<file path="src/rtl/mem_bus_arbiter.sv">
// Round-robin arbiter sharing one external-memory controller port between
// instruction fetch (port 0) and the load/store unit (port 1), one transaction in flight.
module mem_bus_arbiter #(
   parameter int ADDR_W  = 24,
   parameter int TIMEOUT = 255
) (
   input  logic              clk,
   input  logic              rst,
   input  logic              req0_valid,
   input  logic [ADDR_W-1:0] req0_addr,
   input  logic              req0_we,
   input  logic [31:0]       req0_wdata,
   output logic              req0_ack,
   output logic              req0_err,
   input  logic              req1_valid,
   input  logic [ADDR_W-1:0] req1_addr,
   input  logic              req1_we,
   input  logic [31:0]       req1_wdata,
   output logic              req1_ack,
   output logic              req1_err,
   output logic [31:0]       rsp_rdata,
   output logic              mem_start,
   output logic              mem_abort,
   output logic [ADDR_W-1:0] mem_addr,
   output logic              mem_we,
   output logic [31:0]       mem_wdata,
   input  logic [31:0]       mem_rdata,
   input  logic              mem_done
);

   typedef enum logic [1:0] {S_IDLE, S_WAIT, S_RESP} state_e;

   typedef struct packed {
      logic [ADDR_W-1:0] addr;
      logic              we;
      logic [31:0]       wdata;
   } mem_req_t;

   // Last WAIT cycle index before abort; timer counts WAIT edges from 0.
   localparam logic [7:0] TMO_LAST = 8'(TIMEOUT - 1);

   state_e     state_q, state_d;
   logic       grant_q, grant_d;
   logic       last_grant_q, last_grant_d;
   logic [7:0] timer_q, timer_d;
   mem_req_t   req_q, req_d;
   logic       start_q, start_d;
   logic       abort_q, abort_d;
   logic [1:0] ack_q, ack_d;
   logic [1:0] err_q, err_d;
   logic [31:0] rdata_q, rdata_d;
   logic       sel;

   always_comb begin
      state_d      = state_q;
      grant_d      = grant_q;
      last_grant_d = last_grant_q;
      timer_d      = timer_q;
      req_d        = req_q;
      rdata_d      = rdata_q;
      start_d      = 1'b0;
      abort_d      = 1'b0;
      ack_d        = 2'b00;
      err_d        = 2'b00;
      sel          = 1'b0;
      unique case (state_q)
         S_IDLE: begin
            if (req0_valid || req1_valid) begin
               // On a tie the port that did not win last time goes first.
               sel          = (req0_valid && req1_valid) ? ~last_grant_q : req1_valid;
               grant_d      = sel;
               last_grant_d = sel;
               req_d        = sel ? '{addr: req1_addr, we: req1_we, wdata: req1_wdata}
                                  : '{addr: req0_addr, we: req0_we, wdata: req0_wdata};
               start_d      = 1'b1;
               timer_d      = 8'd0;
               state_d      = S_WAIT;
            end
         end
         S_WAIT: begin
            if (mem_done) begin
               rdata_d        = mem_rdata;
               ack_d[grant_q] = 1'b1;
               state_d        = S_RESP;
            end else if (timer_q == TMO_LAST) begin
               abort_d        = 1'b1;
               err_d[grant_q] = 1'b1;
               state_d        = S_RESP;
            end else if (timer_q != 8'hFF) begin
               timer_d = timer_q + 8'd1;
            end
         end
         S_RESP: state_d = S_IDLE;
         default: state_d = S_IDLE;
      endcase
   end

   always_ff @(posedge clk or posedge rst) begin
      if (rst) begin
         state_q      <= S_IDLE;
         grant_q      <= 1'b0;
         last_grant_q <= 1'b1;
         timer_q      <= 8'd0;
         req_q        <= '0;
         start_q      <= 1'b0;
         abort_q      <= 1'b0;
         ack_q        <= 2'b00;
         err_q        <= 2'b00;
         rdata_q      <= 32'd0;
      end else begin
         state_q      <= state_d;
         grant_q      <= grant_d;
         last_grant_q <= last_grant_d;
         timer_q      <= timer_d;
         req_q        <= req_d;
         start_q      <= start_d;
         abort_q      <= abort_d;
         ack_q        <= ack_d;
         err_q        <= err_d;
         rdata_q      <= rdata_d;
      end
   end

   assign req0_ack  = ack_q[0];
   assign req1_ack  = ack_q[1];
   assign req0_err  = err_q[0];
   assign req1_err  = err_q[1];
   assign rsp_rdata = rdata_q;
   assign mem_start = start_q;
   assign mem_abort = abort_q;
   assign mem_addr  = req_q.addr;
   assign mem_we    = req_q.we;
   assign mem_wdata = req_q.wdata;

endmodule

</file>
<file path="config.mk">
export PLATFORM = sky130hd
export DESIGN_NAME = mem_bus_arbiter
export DESIGN_NICKNAME = d
export VERILOG_FILES = /design/src/rtl/mem_bus_arbiter.sv
export SDC_FILE = /design/constraint.sdc
export NUM_CORES = 1
export LEC_CHECK = 0
export ABC_AREA = 1
export BUFFER_PORTS_ARGS = -buffer_cell sky130_fd_sc_hd__buf_4
export CORE_ASPECT_RATIO = 0.75
export CORE_MARGIN = 2
export CORE_UTILIZATION = 45
export CTS_BUF_LIST = sky130_fd_sc_hd__clkbuf_8
export CTS_CLUSTER_DIAMETER = 80
export DETAILED_ROUTE_END_ITERATION = 8
export PLACE_DENSITY_LB_ADDON = 0.12
export RECOVER_POWER = 25
export SLEW_MARGIN = 30
export SYNTH_ARGS = -nofsm -noshare
export SYNTH_HDL_FRONTEND = slang
export SYNTH_SLANG_ARGS = --single-unit
</file>
<file path="constraint.sdc">
create_clock -name clk -period 3.56 [get_ports clk]
set_input_delay 0.178 -clock clk [delete_from_list [all_inputs] [get_ports clk]]
set_output_delay 0.178 -clock clk [all_outputs]
set_load 0.02 [all_outputs]
</file>
==> results.py <==
metrics = {
    "outcome": {
        "status": "finished, violations left",
        "violations": "max-capacitance violations, max-slew violations",
    },
    "synth": {
        "synth-edff-count": 0,
        "synthCells": 497,
        "yosys_warnings": 0,
        "synth_top_flop_cell": "dfrtp_1",
        "syn_nets": 650,
        "synth_area_per_cell_um2": 9.61,
        "synth_area_mm2": 0.00478,
        "ys_seq_elements": 107,
        "synth_largest_area_cell": "dfrtp_1",
        "ys_seq_area_frac": 0.561,
        "synth_cell_types": 32,
        "synth_most_common_cell": "dfrtp_1",
        "async_flop_share": 1.00,
        "synth_area_leaders": "dfrtp_1, mux2_4, nand2_1, o21ai_0, nor2_1",
        "synth_common_cells": "dfrtp_1, nand2_1, nor2_1, o21ai_0, o21ai_1",
        "synth_top_area_frac": 0.555,
    },
    "floorplanning": {
        "die_h_um": 93.2,
        "rows": 32,
        "pin_count": 246,
        "dieArea_mm2": 0.0115,
        "fp.dieW_um": 123,
        "initial_utilization": 0.464,
        "design.core.area_mm2": 0.0103,
    },
    "global_route": {
        "grt_pass1_vias": 4099,
        "grt_use_total": 0.239,
        "antenna_found_initial": 0,
        "overflow": 0,
        "grt_max_degree": 61,
        "grt_pass1_wl_um": 21300,
    },
    "drt": {
        "via_count": 4332,
        "drt_iter0_drc": 200,
        "drc": 0,
        "antenna_left": 0,
        "wirelength_um": 14100,
        "wl_per_cell_um": 16.2,
        "via_per_inst": 4.97,
        "drt_pass1_iterations": 4,
    },
    "critical_path": {
        "crit_slowest_cell": "clkinvlp_2",
        "critPathCaptureType": "asynchronous set/reset pin",
        "crit_family": "buffers and inverters",
        "crit_path_max_incr_delay_ns": 1.28,
        "cp_num_buf_inv": 4,
        "start_kind": "input port",
        "path_class": "in -> async",
        "timing.rr.end": "mem_wdata[25]",
        "arrival_ns": 2.76,
        "cp_cell_sequence": "dlygate4sd3_1, clkbuf_4, clkinvlp_2, buf_4",
        "cp.required_ns": 4.03,
        "r2r-start": "state_q[1]",
        "r2r_cells": 5,
        "r2r_setup_slack_ns": 1.82,
        "path_max_fanout": 51,
    },
    "min_path": {
        "hold_depth": 2,
        "hold_path.class": "in -> reg",
        "min_from": "mem_rdata[16]",
        "whs_endpoint": "rsp_rdata[16]",
    },
    "clock_tree": {
        "clk_pin_slew_ns": 0.10,
        "cts_made_buffers": 9,
        "ctsRootBufferMaster": "clkbuf_8",
        "post_cts_resized": 0,
        "h-tree-depth": 3,
        "cts.sinks": 107,
        "hold_buffers": 1,
        "postCtsSetupRepairBufs": 0,
        "cts.path.max_buffers": 2,
        "clk_latency_ns": 0.36,
        "cts_tree": "built",
    },
    "pwr": {
        "power.leakage_nw": 3.47,
        "peakVddDrop_uv": 348,
        "power_density_mw_per_mm2": 857,
    },
    "final_layout": {
        "final_cells": 872,
        "fillerInstances": 870,
        "diodes": 0,
        "nets": 884,
        "layout-drive-gt1-share": 0.386,
        "area_growth_pct": 42.3,
    },
    "sta": {
        "skew_ns": 0.00847,
        "finalCritPeriodShare": 0.643,
        "clock.fmax_mhz": 437,
        "finalSetupViolations": 0,
        "hold_viol_final": 0,
        "slew-limit-headroom": -0.535,
        "worst-slew-pin-transition_ns": 2.29,
        "fin_crit_ns": 2.29,
        "drv_slew": 52,
        "rsz0062_at_grt": "no",
        "fin_tns_setup_ns": 0,
    },
    "place": {
        "dp_cells": 855,
        "numPortBuffers": 245,
        "dp_hpwl_um": 9890,
        "gp_congestion": 0.814,
    },
    "run": {
        "maxCapViolations": 1,
    },
}
==> placed cells by master (no fill, tap or decap), types with 3 or more instances in the layout <==
cell      netlist  routed
buf_4           3     220
nor2_1         75      75
nand2_2         2       3
clkbuf_1        8      28
o21ai_1        55      55
nand3_1         5       5
mux2_2          5       5
inv_2           3       3
inv_1          13      13
nand2_1       101     100
o21ai_0        61      61
mux2_4         27      27
clkbuf_8        0      11
dfrtp_1       106     106
==> sequential cells by signal, indices dropped and copies added, names as in the netlist <==
name / cells
rsp_rdata: 32
mem_addr: 24
mem_wdata: 32
mem_start: 1
state_q: 2
ack_q: 2
timer_q: 8
err_q: 2
last_grant_q: 1
grant_q: 1
mem_abort: 1
mem_we: 1
==> layer usage <==
layer,part of all wire,wire [µm],vias to the layer above,track usage
li1,-,-,2098,-
met1,0.42,5930,2049,0.304
met2,0.49,6890,169,0.398
met3,0.076,1080,16,0.0683
met4,0.016,230,0,0.0691
met5,0,0,-,0
==> kinds of logic after synthesis <==
family,after synthesis,share of synthesized area
xor gates and xnor gates,1,0.00183
buffers and inverters,44,0.0466
and+or+nand+nor,192,0.164
adders and majority gates,2,0.00524
muxes,32,0.0966
DFF,107,0.561
AOI/OAI and AO/OA,119,0.125
==> worst max path at each step <==
stage               start      endpoint  slack, ns  cells after the start
6_report              rst  last_grant_q       1.27                      4
5_1_grt               rst  last_grant_q       0.89                      4
4_1_cts        state_q[1]  mem_addr[14]       1.80                      5
3_5_place_dp   state_q[1]  mem_addr[14]       1.84                      5
3_3_place_gp   state_q[1]  mem_addr[12]       1.90                      5
2_1_floorplan         rst      ack_q[0]       0.57                      1
==> area by class of cell <==
cell class                 count  area [µm²]  share of cell area
sequential                   107        2680               0.394
multi-input combinational    346        1880               0.276
timing repair buffer         250        1770               0.261
tap                          136         170              0.0250
clock buffer                  11         151              0.0223
clock inverter                 5        76.3              0.0112
inverter                      17        70.1              0.0103
==> metrics by stage <==
step                      total power [mW]  worst slack [ns]   util  area (µm²)  hold WS, ns
final                                 5.83              1.27  0.661        6800       0.0381
after global routing                  6.19             0.894  0.661        6800       0.0142
after CTS                             6.00              1.80  0.671        6910       0.0161
after detailed placement              5.15              1.84  0.648        6670        0.321
after global placement                5.08              1.90  0.648        6670        0.315
after floorplan                       3.89             0.566      -        4780        0.327
==> report_power, final <==
group          total (mW)  internal [mW]  switching [mW]
Combinational        2.89           1.21            1.68
Clock               0.835          0.431           0.404
Sequential           2.11           1.78           0.327
Note: power is estimated with default switching activity, not from simulation.
